==> config.mk <==
export PLATFORM = sky130hd
export DESIGN_NAME = alu_frame_decoder
export DESIGN_NICKNAME = d
export VERILOG_FILES = /design/src/rtl/alu_frame_decoder.sv
export SDC_FILE = /design/constraint.sdc
export NUM_CORES = 1
export LEC_CHECK = 0
export BUFFER_PORTS_ARGS = -buffer_cell sky130_fd_sc_hd__buf_2
export CAP_MARGIN = 15
export CORE_MARGIN = 5
export CORE_UTILIZATION = 59
export DETAILED_ROUTE_END_ITERATION = 7
export PLACE_DENSITY = 0.81
export SLEW_MARGIN = 30
export SYNTH_ARGS = -nofsm -noshare
export SYNTH_HDL_FRONTEND = slang
export SYNTH_SLANG_ARGS = --single-unit
==> constraint.sdc <==
create_clock -name clk -period 3.52 [get_ports clk]
set_input_delay 0.528 -clock clk [delete_from_list [all_inputs] [get_ports clk]]
set_output_delay 0.528 -clock clk [all_outputs]
set_load 0.1 [all_outputs]
==> src/rtl/alu_frame_decoder.sv <==
// alu_frame_decoder
//   Decodes a byte-serial command stream into ALU operations. Each frame is
//   three bytes: an opcode byte (low nibble selects the operation, high nibble
//   ignored), operand A, then operand B. The result is registered when B is
//   accepted and held until downstream takes it.
//
// Ports
//   clk        sole clock, rising edge
//   rst        asynchronous active-high reset
//   in_data    command-stream byte
//   in_valid   in_data valid this cycle
//   in_ready   decoder accepts a byte this cycle
//   res_data   operation result
//   res_carry  carry/borrow of add/sub, else 0
//   res_err    opcode was illegal (sel 8..15)
//   res_valid  res_data/res_carry/res_err valid
//   res_ready  downstream accepts the result
//   frame_cnt  count of completed (handed-off) frames, wraps at 0xFF
//
// Handshake: a transfer happens on a rising edge where valid=1 and ready=1,
// on both the input byte port (in_valid/in_ready) and the result port
// (res_valid/res_ready). valid is never withdrawn by this block once raised,
// and the payload is held stable until the transfer.

module alu_frame_decoder (
   input  logic       clk,
   input  logic       rst,
   input  logic [7:0] in_data,
   input  logic       in_valid,
   output logic       in_ready,
   output logic [7:0] res_data,
   output logic       res_carry,
   output logic       res_err,
   output logic       res_valid,
   input  logic       res_ready,
   output logic [7:0] frame_cnt
);

   typedef enum logic [1:0] {
      IDLE  = 2'd0,
      GET_A = 2'd1,
      GET_B = 2'd2,
      RESP  = 2'd3
   } state_t;

   state_t     state;
   state_t     state_nxt;
   logic       in_fire;
   logic       res_fire;
   logic [3:0] sel_q;
   logic [7:0] a_q;
   logic [8:0] alu_res;
   logic       alu_err;

   assign in_fire  = in_valid & in_ready;
   assign res_fire = res_valid & res_ready;

   // State register
   always_ff @(posedge clk or posedge rst) begin
      if (rst) begin
         state <= IDLE;
      end else begin
         state <= state_nxt;
      end
   end

   // Next-state logic
   always_comb begin
      state_nxt = state;
      case (state)
         IDLE:    if (in_fire)  state_nxt = GET_A;
         GET_A:   if (in_fire)  state_nxt = GET_B;
         GET_B:   if (in_fire)  state_nxt = RESP;
         RESP:    if (res_fire) state_nxt = IDLE;
         default: state_nxt = IDLE;
      endcase
   end

   // Output logic: the input port closes exactly while a result is pending,
   // so no byte can be taken on the handoff edge.
   always_comb begin
      in_ready  = (state != RESP);
      res_valid = (state == RESP);
   end

   // ALU on the captured opcode/operand A and the incoming operand B byte.
   // Bit 8 of the 9-bit subtract is the borrow, set exactly when A < B.
   always_comb begin
      alu_res = 9'd0;
      alu_err = 1'b0;
      case (sel_q)
         4'd0:    alu_res = {1'b0, a_q} + {1'b0, in_data};
         4'd1:    alu_res = {1'b0, a_q} - {1'b0, in_data};
         4'd2:    alu_res = {1'b0, a_q & in_data};
         4'd3:    alu_res = {1'b0, a_q | in_data};
         4'd4:    alu_res = {1'b0, a_q ^ in_data};
         4'd5:    alu_res = {1'b0, ~a_q};
         4'd6:    alu_res = {1'b0, a_q[6:0], 1'b0};
         4'd7:    alu_res = {2'b00, a_q[7:1]};
         default: alu_err = 1'b1;
      endcase
   end

   // Frame capture, result register and handoff counter. Results load only
   // on the B transfer, which keeps them stable for the whole RESP stall.
   always_ff @(posedge clk or posedge rst) begin
      if (rst) begin
         sel_q     <= 4'd0;
         a_q       <= 8'd0;
         res_data  <= 8'd0;
         res_carry <= 1'b0;
         res_err   <= 1'b0;
         frame_cnt <= 8'd0;
      end else begin
         if (in_fire && state == IDLE) begin
            sel_q <= in_data[3:0];
         end
         if (in_fire && state == GET_A) begin
            a_q <= in_data;
         end
         if (in_fire && state == GET_B) begin
            res_data  <= alu_res[7:0];
            res_carry <= alu_res[8];
            res_err   <= alu_err;
         end
         if (res_fire) begin
            frame_cnt <= frame_cnt + 8'd1;
         end
      end
   end

endmodule

==> out/results.txt <==
status = finished, final reports clean
RSZ-0062 raised after global routing = false
CP top delay family = compound AO/OA/AOI/OAI gates
Seq cells post-synth = 32
initial DRC count = 240
slowest cell on the critical path = dfrtp_1
GRT overflow = 0
CP bufs+invs = 0
post-CTS sizing = 0
FF+latch area = 801 um^2
root buf cell = clkbuf_8
Via density = 6.07
Least-Margin Pin Slew = 0.726 ns
Primary FF master, synth = dfrtp_1
setup bufs post-CTS = 0
Clock Latency Late Sink = 0.29 ns
H-tree Lvls = 2
final routed DRC violation total = 0
CTS Buf Count = 5
final setup vio count = 0
die width = 76.0 um
syn nets = 331
reg2reg start = sel_q[3]
Final HPWL DP = 4560 um
IO buf count = 31
Slew Limit Headroom = 0.516
Max Root-Sink Buffers = 2
Hold-fix buffers, CTS = 0
vias in the first global route = 2172
Syn Std Cell Area = 0.00257 mm^2
Worst Path Required = 3.70 ns
critical setup path kind = register to register
CP max FO = 13
Cell Chain, Critical Path = nor4_4 > mux2_2 > fa_1 > nand2b_1 > a211oi_1 > o211ai_1 > o2111a_1 > a221o_1
Starting Density = 0.599
Max-Cap Viols = 0
post-synthesis cell count = 287
Hold Crit Class = input pin to async pin
area of the core = 0.00429 mm^2
Worst Setup SP = sel_q[3]
Mean Syn Cell Area = 8.97 um^2
arrival time at the worst endpoint = 3.21 ns
Filler Cells Inserted = 342
Startpoint Class = register
Pins Over Slew Limit = 0
via count = 2275
global-route wire length before repair = 10500 um
area of the multi-input gates = 0.00162 mm^2
CTS tree = done
minimum clock period = 3.03 ns
first drt pass iteration count = 4
GP Congestion = 0.979
Reg clk slew, reported paths = 0.08 ns
Post-synth EDFFs = 0
Hold Fails Final Rpt = 0
Seq/Total Area, Yosys = 0.311
overall routing resource usage = 0.221
# diodes = 0
setup_tns = 0 ns
largest net degree at the start of global routing = 24
top-level I/O count = 32
die area = 0.00578 mm^2
fraction of layout cells with a size suffix above 1 = 0.176
final WL = 6190 um
nets@finish = 366
f_max = 0.330 GHz
Netlist cell types = 51
wire length per cell = 16.5 um
initial antenna violation count = 0
die height = 76.0 um
Area growth syn-to-layout = 12.2%
crit-path max cell delay = 0.57 ns
post-route ant nets = 0
Setup Skew = 0.00832 ns
crit path capture type = register
crit share post-route = 0.862
Async S/R FF share, synth = 1.00
Clock Sinks = 32
row count = 24
yosys warns = 0
[cell type report]
cell class | count | area share
timing repair buffer | 38 | 0.0719
multi-input combinational | 219 | 0.562
clock inverter | 1 | 0.00260
sequential | 32 | 0.277
inverter | 26 | 0.0338
clock buffer | 7 | 0.0299
tap | 52 | 0.0225
[worst paths after layout]
kind	cells past startpoint	endpoint	slack (ns)
min in group clk	1	res_data[4]	0.47
max in group asynchronous	3	a_q[0]	2.49
worst min register to register	1	res_data[4]	0.47
worst max-delay path	8	res_carry	0.49
worst max register to register	8	res_carry	0.49
worst min-delay path	2	res_data[2]	0.34
[cells in the mapped netlist (3+ instances only)]
library cell / n / area share
a211oi_1: 5 / 0.015
a21oi_1: 15 / 0.029
a31oi_1: 5 / 0.012
buf_2: 3 / 0.0058
buf_4: 3 / 0.0087
clkbuf_1: 4 / 0.0058
dfrtp_1: 32 / 0.31
ha_1: 31 / 0.15
inv_1: 25 / 0.036
mux2_2: 5 / 0.022
nand2_1: 26 / 0.038
nand2b_1: 4 / 0.0097
nand3_1: 7 / 0.014
nand3b_1: 3 / 0.0087
nor2_1: 18 / 0.026
nor2b_1: 8 / 0.019
nor3_1: 5 / 0.0097
nor3b_1: 4 / 0.012
nor4_1: 3 / 0.0073
o21ai_0: 25 / 0.049
o22ai_1: 3 / 0.0073
or3_1: 4 / 0.0097
xnor2_1: 10 / 0.034
xor2_1: 3 / 0.010
[flip-flops by register name (all words and copies together) (netlist names)]
register / cells
a_q: 8
frame_cnt: 8
res_carry: 1
res_data: 8
res_err: 1
sel_q: 4
state: 2
[metal layers]
metal  track usage  wire (um)  up-vias
li1              -          -     1092
met1         0.294       2640     1075
met2         0.360       2960       88
met3        0.0426        447       20
met4        0.0730        146        0
met5             0          0        -
[per-stage QoR]
| step | util | std cells | worst slack, ns | cell area, um^2 | hold WS [ns] |
|---|---|---|---|---|---|
| 2_1_floorplan | - | 287 | 0.627 | 2570 | 0.511 |
| 3_3_place_gp | 0.651 | 367 | 0.575 | 2790 | 0.450 |
| 3_5_place_dp | 0.651 | 367 | 0.516 | 2790 | 0.465 |
| 4_1_cts | 0.672 | 375 | 0.535 | 2890 | 0.364 |
| 5_1_grt | 0.672 | 375 | 0.384 | 2890 | 0.428 |
| 6_report | 0.672 | 375 | 0.487 | 2890 | 0.345 |
[kinds of logic after synthesis]
group | synth area share
DFF | 0.311
muxes | 0.0574
xor gates and xnor gates | 0.0442
buffers and inverters | 0.0583
AOI/OAI and AO/OA | 0.177
and+or+nand+nor | 0.193
adders and majority gates | 0.158
[cell usage in the layout, fill, tap and decap left out, drive strengths merged, types with 2 or more instances in the layout]
master / Yosys / layout
buf: 6 / 38
dfrtp: 32 / 32
ha: 31 / 31
nand2: 26 / 26
inv: 26 / 26
o21ai: 26 / 26
nor2: 18 / 18
a21oi: 15 / 15
xnor2: 10 / 10
nor2b: 8 / 8
nand3: 7 / 7
clkbuf: 4 / 7
nor3: 6 / 6
mux2: 5 / 5
a211oi: 5 / 5
a31oi: 5 / 5
nor3b: 4 / 4
nand2b: 4 / 4
or3: 4 / 4
nor4: 4 / 4
xor2: 3 / 3
nand3b: 3 / 3
o22ai: 3 / 3
mux4: 3 / 3
and3: 2 / 2
nand4: 2 / 2
o211ai: 2 / 2
a21o: 2 / 2
o21a: 2 / 2
o31a: 2 / 2
a32oi: 2 / 2
mux2i: 2 / 2
nor4b: 2 / 2
[worst register-to-register path, cell delays in order (launching register included)]
cell      delay [ns]
dfrtp_1         0.57
nor4_4          0.36
mux2_2          0.39
fa_1            0.43
nand2b_1        0.21
a211oi_1        0.36
o211ai_1        0.18
o2111a_1        0.15
a221o_1         0.26
Power is left out: the tool's default activity adds up to more than one toggle a clock period on the data nets, which glitch-free logic cannot reach.
